$ cat config.mk
export PLATFORM = sky130hd
export DESIGN_NAME = me_sw_shift_feeder
export DESIGN_NICKNAME = d
export VERILOG_FILES = /design/src/rtl/me_sw_shift_feeder.sv
export SDC_FILE = /design/constraint.sdc
export NUM_CORES = 1
export LEC_CHECK = 0
export CAP_MARGIN = 20
export CORE_MARGIN = 2
export CORE_UTILIZATION = 32
export CTS_BUF_LIST = sky130_fd_sc_hd__clkbuf_4
export DETAILED_ROUTE_END_ITERATION = 16
export PLACE_DENSITY = 0.53
export SYNTH_ARGS = -nofsm -noshare
export SYNTH_HDL_FRONTEND = slang
export SYNTH_SLANG_ARGS = --single-unit
$ cat constraint.sdc
create_clock -name clk_i -period 14.3 [get_ports clk_i]
set_input_delay 1.43 -clock clk_i [delete_from_list [all_inputs] [get_ports clk_i]]
set_output_delay 1.43 -clock clk_i [all_outputs]
set_load 0.01 [all_outputs]
$ cat src/rtl/me_sw_shift_feeder.sv
// Source end of the search-window byte-shift chain: holds the current window row W and the
// following row N, and feeds one byte per shift into the window.
module me_sw_shift_feeder #(
    parameter int ROW_BYTES = 16,
    parameter int CNT_W     = 4
) (
    input  logic                   clk_i,
    input  logic                   rst_i,
    input  logic                   flush_i,
    input  logic                   row_valid_i,
    output logic                   row_ready_o,
    input  logic [8*ROW_BYTES-1:0] row_data_i,
    input  logic                   shift_en_i,
    output logic                   win_valid_o,
    output logic [8*ROW_BYTES-1:0] win_data_o,
    output logic [15:0]            pair_o,
    output logic [CNT_W-1:0]       step_cnt_o,
    output logic                   row_done_o
);

    localparam int                ROW_W    = 8 * ROW_BYTES;
    localparam logic [CNT_W-1:0] CNT_LAST = CNT_W'(ROW_BYTES - 1);

    typedef enum logic [1:0] {
        ST_EMPTY,
        ST_PRIME,
        ST_RUN
    } state_e;

    state_e             state_q, state_d;
    logic [ROW_W-1:0]   win_q;
    logic [ROW_W-1:0]   next_q;
    logic [CNT_W-1:0]   cnt_q;
    logic               row_done_q;

    logic               row_accept;
    logic               run_shift;
    logic               last_shift;

    assign run_shift  = (state_q == ST_RUN) && shift_en_i;
    assign last_shift = run_shift && (cnt_q == CNT_LAST);
    // A flush drops any row offered in the same cycle even though ready is high.
    assign row_accept = row_valid_i && row_ready_o && !flush_i;

    // ---------------------------------------------------------------- state register
    // NOTE: sequential state is updated with non-blocking assignments only, so every
    // register samples the pre-edge value of the others.
    always_ff @(posedge clk_i or posedge rst_i) begin
        if (rst_i) begin
            state_q <= ST_EMPTY;
        end else begin
            state_q <= state_d;
        end
    end

    // ---------------------------------------------------------------- next state
    // NOTE: a default assignment first keeps this block from inferring a latch.
    always_comb begin
        state_d = state_q;
        if (flush_i) begin
            state_d = ST_EMPTY;
        end else begin
            case (state_q)
                ST_EMPTY: if (row_accept) state_d = ST_PRIME;
                ST_PRIME: if (row_accept) state_d = ST_RUN;
                ST_RUN:   if (last_shift && !row_valid_i) state_d = ST_PRIME;
                default:  state_d = ST_EMPTY;
            endcase
        end
    end

    // ---------------------------------------------------------------- outputs
    // In RUN, ready is combinational from shift_en_i so the next row loads in the very
    // cycle the 16th byte leaves N, giving bubble-free row changes.
    always_comb begin
        row_ready_o = 1'b0;
        win_valid_o = 1'b0;
        pair_o      = '0;
        case (state_q)
            ST_EMPTY: begin
                row_ready_o = 1'b1;
            end
            ST_PRIME: begin
                row_ready_o = 1'b1;
                win_valid_o = 1'b1;
            end
            ST_RUN: begin
                row_ready_o = last_shift;
                win_valid_o = 1'b1;
                pair_o      = next_q[15:0];
            end
            default: ;
        endcase
        if (flush_i) row_ready_o = 1'b1;
    end

    // ---------------------------------------------------------------- datapath
    // NOTE: W and N are reset explicitly; they are plain registers, not a memory, and
    // the zero window is observable on win_data_o.
    always_ff @(posedge clk_i or posedge rst_i) begin
        if (rst_i) begin
            win_q      <= '0;
            next_q     <= '0;
            cnt_q      <= '0;
            row_done_q <= 1'b0;
        end else if (flush_i) begin
            win_q      <= '0;
            next_q     <= '0;
            cnt_q      <= '0;
            row_done_q <= 1'b0;
        end else begin
            row_done_q <= last_shift;
            case (state_q)
                ST_EMPTY: begin
                    if (row_accept) win_q <= row_data_i;
                end
                ST_PRIME: begin
                    if (row_accept) begin
                        next_q <= row_data_i;
                        cnt_q  <= '0;
                    end
                end
                ST_RUN: begin
                    if (run_shift) begin
                        win_q  <= {next_q[7:0], win_q[ROW_W-1:8]};
                        next_q <= {8'h00, next_q[ROW_W-1:8]};
                        cnt_q  <= cnt_q + 1'b1;
                    end
                    // The new row overrides the shift of the exhausted N.
                    if (row_accept) begin
                        next_q <= row_data_i;
                        cnt_q  <= '0;
                    end
                end
                default: ;
            endcase
        end
    end

    assign win_data_o = win_q;
    assign step_cnt_o = cnt_q;
    assign row_done_o = row_done_q;

endmodule

# Word-level counts from Yosys, hierarchy flattened
# Index checks and enable logic that the tools add are counted.
dict set report classes {
  n_addsub 1
  n_eq_ne 8
  muxes 23
  n_reduce_logical 15
}
# operator count
set op_table {}
lappend op_table {{2-to-1 mux 128 bit} 6}
lappend op_table {{one-hot mux 128 bit (2 select lines)} 2}
lappend op_table {{2-to-1 mux 16 bit} 1}
lappend op_table {{2-to-1 mux 4 bit} 4}
lappend op_table {{inequality test 3 bit (second input constant)} 3}
lappend op_table {{AND reduction 3 bit} 3}
lappend op_table {{2-to-1 mux 2 bit} 4}
lappend op_table {{one-hot mux 4 bit (2 select lines)} 1}
lappend op_table {{one-hot mux 2 bit (3 select lines)} 1}
lappend op_table {{nonzero test 3 bit} 2}
lappend op_table {{logical AND 1 bit} 5}
lappend op_table {{adder 4 x 1 -> 4 bit (second input constant)} 1}
lappend op_table {{== test 4 bit (second input constant)} 1}
lappend op_table {{inequality test 4 bit (second input constant)} 1}
lappend op_table {{OR reduction 2 bit} 2}
lappend op_table {{2-to-1 mux 1 bit} 3}
lappend op_table {{inequality test 3 x 2 -> 1 bit (second input constant)} 1}
lappend op_table {{== test 2 x 1 -> 1 bit (second input constant)} 1}
lappend op_table {{== test 2 bit (second input constant)} 1}
lappend op_table {{logical NOT 1 bit} 2}
lappend op_table {{logical NOT 2 bit} 1}
lappend op_table {{one-hot mux 1 bit (2 select lines)} 1}
dict set report word_totals {
  register_bits 263
  inputBits 133
  elab_cells 52
}

# Logic depth before layout (Yosys ltp)
# Gate-level depths: netlist of the first run.
dict set report logic_depth {
  depth_word 10
  ltp_mapped 9
}

# Worst setup path before layout of the first run
# Ideal clock, no wire load.
dict set report synth_timing {
  kind {input to output}
  start {input shift_en_i}
  end {output row_ready_o}
  t_arrival_ns 2.028
  required_time_ns 12.870
  slack_ns 10.842
  stages 3
  path_buffers 0
  cell_sequence {nand3_2 o21a_1 o21ai_0}
}
dict set report synth_via {
  elab_chain_len 4
}
# element line
set synth_rtl {}
lappend synth_rtl {{from (decl)} 13} ;# input logic shift_en_i,
lappend synth_rtl {{logical AND 1 bit} 40} ;# assign run_shift = (state_q == ST_RUN) && shift_en_i;
lappend synth_rtl {{logical AND 1 bit} 41} ;# assign last_shift = run_shift && (cnt_q == CNT_LAST);
lappend synth_rtl {{one-hot mux 1 bit (2 select lines)} 79} ;# case (state_q)
lappend synth_rtl {{2-to-1 mux 1 bit} 94} ;# if (flush_i) row_ready_o = 1'b1;
lappend synth_rtl {{to (decl)} 11} ;# output logic row_ready_o,
# Every way passes these cells.

# Worst setup path after layout of the first run
dict set report layout_timing {
  start {register state_q[0]}
  end {output pair_o[15]}
}
dict set report layout_via {
  elab_chain_len 2
}
# element line
set layout_rtl {}
lappend layout_rtl {{from (decl)} 30} ;# state_e state_q, state_d;
lappend layout_rtl {{from (signal assigned)} 52} ;# state_q <= state_d;
lappend layout_rtl {{== test 2 bit} 79}
lappend layout_rtl {{2-to-1 mux 16 bit} 79}
lappend layout_rtl {{to (decl)} 16} ;# output logic [15:0] pair_o,
# Every way passes these cells.

==> run summary, run 1 <==
Yosys reg bits - 263
Synth Net Count - 1490
critical path class - reg -> out
Fin Hold WS - 0.4977 ns
routed vias - 11.51k
Hold WC Path Type - reg -> reg
DIE HEIGHT - 209.4 um
commonest non-fill, non-tap cell in the layout - clkdlybuf4s50_1
aggregate routed wire length - 44240 um
largest net degree at the start of global routing - 131
Fin. Hold Viols - 0
prevailing post-synth register cell - dfrtp_1
drt pass-1 iters - 7
vias in the first global route - 11.81k
Total GRT Usage - 19.86%
area grow syn2layout - 30.48%
H-tree depth - 3
TritonCTS clock tree - built
R2R depth - 8
WP data required - 12.87 ns
worst slew pin tran - 1.040 ns
Critical R2R Capture - next_q[94]$_DFFE_PP0P_
RSZ-0062 raised after global routing - false
Die X-Extent - 209.4 um
Max Clk Rate - 195.9 MHz
worst r2r src - state_q[0]$_DFFE_PP0P_
gpl congestion - 0.7958
DRC Markers - 0
clk sink count - 263
Power Dens Cells - 171.4 mW/mm2
slowest CP cell - ha_4
r2r setup slk - 9.41 ns
Port Buffer Count - 283
Clock Latency Late Sink - 0.74 ns
critical hold path startpoint - next_q[81]$_DFFE_PP0P_
NumNets Final - 1745
Mapped Cells - 1351
Final Slew Violations - 0
WL/cell - 20.09 um
critical path's largest stage delay - 0.84 ns
initial antenna violation count - 1
area of the core - 0.04176 mm2
post-cts resize count - 0
Rel. slew slack - 30.63%
leak pwr - 0.007002 uW
asr flop ratio synth - 100.0%
HPWL Detailed - 29400 um
maxcap violations - 0
CTS Buf Count - 77
Root Buffer - clkbuf_4
Post-Route Skew - 0.03974 ns
status - finished, final reports clean
final setup violating endpoints - 0
crit start category - flop
Distinct cells, synth - 35
number of flops mapped to enable cells by yosys - 0
Setup crit end kind - output pin
sequential area share after synthesis - 48.75%
die area - 0.04384 mm2
peak supply drop - 0.07745 mV
layout cell share with drive strength beyond 1 - 16.61%
initial core utilization - 32.33%
CP max FO - 65
fin crit share - 35.71%
commonest non-fill, non-tap cells in the layout - clkdlybuf4s50_1, nand2_1, dfrtp_1
Hold Path Sink - next_q[81]$_DFFE_PP0P_
CP cell instances - inv_1, ha_4, buf_4, and2_1, clkdlybuf4s50_1
Cell Area, Synth - 0.01350 mm2
CTS clk-pin slew, worst paths - 0.06 ns
CTS max path bufs - 3
Final ANT Viol Nets - 0
Setup Buffers After CTS - 0
total negative setup slack - 0 ns
Via-to-Cell Ratio - 5.225
Syn Area/Cell - 9.992 um2
first-pass GRT wire length - 68590 um
Hold-fix buffers, CTS - 0
initial drt markers - 774
Top-Level Pins - 284
hold path depth - 2
WP data arrival - 3.68 ns
Period minus WS final - 5.106 ns
Remaining Overflow, GRT - 0
synth warn - 0
row cnt - 75
[critical path: cells and delay by family, from the launching register on]
| kind | cells | cell delay [ns] |
|---|---|---|
| buffers and inverters | 3 | 1.41 |
| flip-flops | 1 | 0.42 |
| adder cells (fa/ha/maj) | 1 | 0.84 |
| AND/OR/NAND/NOR | 1 | 0.23 |
[registers in the layout, indices dropped and copies added (netlist names)]
| register | cells |
|---|---|
| next_q | 128 |
| win_data_o | 128 |
| step_cnt_o | 4 |
| state_q | 2 |
| row_done_o | 1 |
[how the worst max path moves through the flow]
| stage | end | startpoint |
|---|---|---|
| floorplan | next_q[0]$_DFFE_PP0P_ | rst_i |
| global placement | win_data_o[60]$_DFFE_PP0P_ | shift_en_i |
| detailed placement | win_data_o[54]$_DFFE_PP0P_ | shift_en_i |
| CTS | pair_o[15] | state_q[0]$_DFFE_PP0P_ |
| global route | pair_o[14] | state_q[0]$_DFFE_PP0P_ |
| finish | pair_o[15] | state_q[0]$_DFFE_PP0P_ |
[power breakdown]
group	leakage [uW]	internal (uW)	total [uW]	switching, uW
clock network	0.000593	402	743	341
logic	0.00291	551	1130	581
registers	0.00350	958	1140	186
total	0.00700	1910	3020	1110
[cell families (layout without fill, tap and decap cells)]
kind of cell / Yosys count / after routing / share of synthesized area, %
buffers and inverters: 132 / 443 / 4.542
flip-flops: 263 / 263 / 48.75
AO/OA/AOI/OAI: 152 / 152 / 8.203
AND/OR/NAND/NOR: 547 / 547 / 18.15
adder cells (fa/ha/maj): 6 / 6 / 0.5561
other: 0 / 1 / 0
multiplexers: 251 / 251 / 19.80
[per-stage QoR]
step | cells | utilization, % | setup slack (ns) | area [um2] | total power [uW]
finish | 2202 | 42.18 | 9.194 | 17610 | 3019
global route | 2202 | 42.18 | 8.936 | 17610 | 3204
CTS | 2200 | 42.13 | 9.099 | 17590 | 3059
detailed placement | 2065 | 39.75 | 9.300 | 16600 | 2294
global placement | 2065 | 39.75 | 9.337 | 16600 | 2284
floorplan | 1351 | - | 5.630 | 13500 | 1779
[routing by layer]
layer | track usage, % | vias to the layer above | routed length (um)
li1 | - | 5362 | -
met1 | 27.56 | 5756 | 20640
met2 | 30.98 | 330 | 20390
met3 | 4.369 | 58 | 2454
met4 | 6.182 | 0 | 754
met5 | 0 | - | 0
[layout make-up]
type	instances	area, um2
clock inverters	20	128.9
multi-input cells	956	6349
well taps	539	674.4
repair buffers	302	2985
diodes	1	2.502
fillers	4139	24140
flip-flops and latches	263	6581
clock buffers	115	863.3
inverters	6	30.03
[Yosys cell counts, types with 2 or more instances]
| cell | count | share of area [%] |
|---|---|---|
| mux2_2 | 128 | 11 |
| a21oi_1 | 10 | 0.37 |
| nor2_1 | 130 | 3.6 |
| o211ai_1 | 121 | 6.7 |
| buf_2 | 76 | 2.8 |
| nand3_1 | 3 | 0.11 |
| nor2b_1 | 3 | 0.14 |
| nand2_1 | 264 | 7.3 |
| and3b_1 | 2 | 0.13 |
| buf_1 | 7 | 0.19 |
| dfrtp_1 | 263 | 49 |
| nand4_1 | 120 | 5.6 |
| mux2i_1 | 123 | 9.1 |
| o31ai_1 | 4 | 0.22 |
| and2_1 | 16 | 0.74 |
| nand2b_1 | 2 | 0.093 |
| o21ai_0 | 10 | 0.37 |
| clkbuf_1 | 37 | 1.0 |
| inv_1 | 4 | 0.11 |
| ha_1 | 6 | 0.56 |
| nor3_1 | 2 | 0.074 |
| buf_4 | 6 | 0.33 |
| clkinv_1 | 2 | 0.056 |
No activity file was read; power rests on OpenSTA's default activity.
==> run 2, diff against run 1 <==
Clock period 14.3 ns to 4.7 ns, I/O delays scaled along.
==> run 2 against run 1 <==
  * Sequential power rose to 3.0 times the previous value
  * Clock skew down 0.011 ns
  * Wire length about the same
  * Power rose to 3.0 times the previous value
  * First-iteration DRC count down 0.13%
  * Die area unchanged
  * Global-route usage up 0.38 points
  * Combinational power rose to 3.1 times the previous value
  * Final area about the same
  * Worst setup slack worse by 8.2 ns
==> run summary, run 2 (synthesis gave the netlist of run 1 again) <==
status - finished, final reports clean
WL/cell - 20.12 um
Multi-input gate area - 0.006349 mm2
row cnt - 75
area grow syn2layout - 30.36%
CP max FO - 49
fin crit share - 78.79%
Setup Buffers After CTS - 0
Total GRT Usage - 20.24%
gpl congestion - 0.7443
initial antenna violation count - 2
Finished Layout Cells - 2198
Die X-Extent - 209.4 um
die area - 0.04384 mm2
routed vias - 11.48k
initial drt markers - 773
TritonCTS clock tree - built
slowest CP cell - clkdlybuf4s50_1
initial core utilization - 32.33%
CP cell instances - inv_1, ha_4, nand3_2, o21a_1, o21ai_0, clkdlybuf4s50_1
Root Buffer - clkbuf_4
RSZ-0062 raised after global routing - false
DIE HEIGHT - 209.4 um
crit start category - flop
Hold WC Path Type - in -> async
DRC Markers - 0
Final Slew Violations - 0
clk sink count - 263
Fin. Hold Viols - 0
layout cell share with drive strength beyond 1 - 16.61%
Rel. slew slack - 29.70%
Max Clk Rate - 270.0 MHz
Top-Level Pins - 284
drt pass-1 iters - 5
first-pass GRT wire length - 70270 um
critical path class - reg -> out
Via-to-Cell Ratio - 5.222
pre-CTS WS - 1.748 ns
Placed Cells - 2065
Setup crit end kind - output pin
NumNets Final - 1745
Power Dens Cells - 514.2 mW/mm2
area of the core - 0.04176 mm2
Remaining Overflow, GRT - 0
CTS clk-pin slew, worst paths - 0.07 ns
critical path's largest stage delay - 0.64 ns
HPWL Detailed - 29150 um
Period minus WS final - 3.703 ns
aggregate routed wire length - 44210 um
vias in the first global route - 12.01k
commonest non-fill, non-tap cell in the layout - clkdlybuf4s50_1
Storage cell area - 0.006581 mm2
CTS max path bufs - 3
total negative setup slack - 0 ns
post-cts resize count - 0
worst r2r src - state_q[0]$_DFFE_PP0P_
H-tree depth - 3
CP startpoint - state_q[0]$_DFFE_PP0P_
Final ANT Viol Nets - 0
final setup violating endpoints - 0
largest net degree at the start of global routing - 164
WP data arrival - 3.23 ns
Port Buffer Count - 283
maxcap violations - 0
peak supply drop - 0.2824 mV
Final WS setup - 0.9967 ns
worst slew pin tran - 1.054 ns
Buf/Inv on CP - 2
leak pwr - 0.006986 uW
Post-Route Skew - 0.02902 ns
Hold-fix buffers, CTS - 0
commonest non-fill, non-tap cells in the layout - clkdlybuf4s50_1, nand2_1, dfrtp_1
Clock Latency Late Sink - 0.73 ns
CTS Buf Count - 78
WP data required - 4.23 ns
Layout fillers - 4120
Worst path top cell family by delay - buffers and inverters
==> run 2: final cells by class <==
class	instances	share of cell area [%]
clock buffers	115	4.906
clock inverters	15	0.3199
multi-input cells	956	36.08
diodes	3	0.04266
well taps	539	3.832
flip-flops and latches	263	37.40
repair buffers	301	17.28
inverters	6	0.1493
==> run 2: report_power, final <==
| group | leakage, uW | switching, uW | total (uW) | internal, uW |
|---|---|---|---|---|
| sequential | 0.00350 | 552 | 3470 | 2920 |
| clock | 0.000566 | 1020 | 2130 | 1110 |
| combinational | 0.00292 | 1770 | 3450 | 1690 |
==> run 2: routing by layer <==
| metal | routed length, um | track usage, % | part of all wire [%] |
|---|---|---|---|
| met2 | 20790 | 32.03 | 47 |
| met1 | 19950 | 27.66 | 45 |
| met3 | 2745 | 4.669 | 6.2 |
| met5 | 0 | 0 | 0 |
| met4 | 730 | 6.034 | 1.7 |
==> run 2: worst reg2reg max path, delay by kind of cell (launching register included) <==
family                   cells  cell delay (ns)
buffers and inverters        2             0.61
AND/OR/NAND/NOR              2             0.77
adder cells (fa/ha/maj)      1             0.61
flip-flops                   1             0.42
AO/OA/AOI/OAI                2             0.44
==> run 2: final timing paths <==
check	endpoint	slack (ns)	cells past startpoint
worst max-delay path	row_ready_o	1.0	6
worst min-delay path	win_data_o[16]$_DFFE_PP0P_	0.10	2
worst max register to register	next_q[76]$_DFFE_PP0P_	1.78	7
worst min register to register	next_q[125]$_DFFE_PP0P_	0.49	2
max in group asynchronous	win_data_o[79]$_DFFE_PP0P_	3.49	3
min in group clk_i	next_q[126]$_DFFE_PP0P_	0.35	3
==> run 2: through the flow <==
step | utilization [%] | total power [uW] | area (um2) | hold slack, ns
2_1_floorplan | - | 5413 | 13500 | 0.4497
3_3_place_gp | 39.92 | 6964 | 16670 | 0.4650
3_5_place_dp | 39.92 | 7003 | 16670 | 0.4760
4_1_cts | 42.12 | 9187 | 17590 | 0.02500
5_1_grt | 42.14 | 9645 | 17600 | 0.06145
6_report | 42.14 | 9049 | 17600 | 0.1045
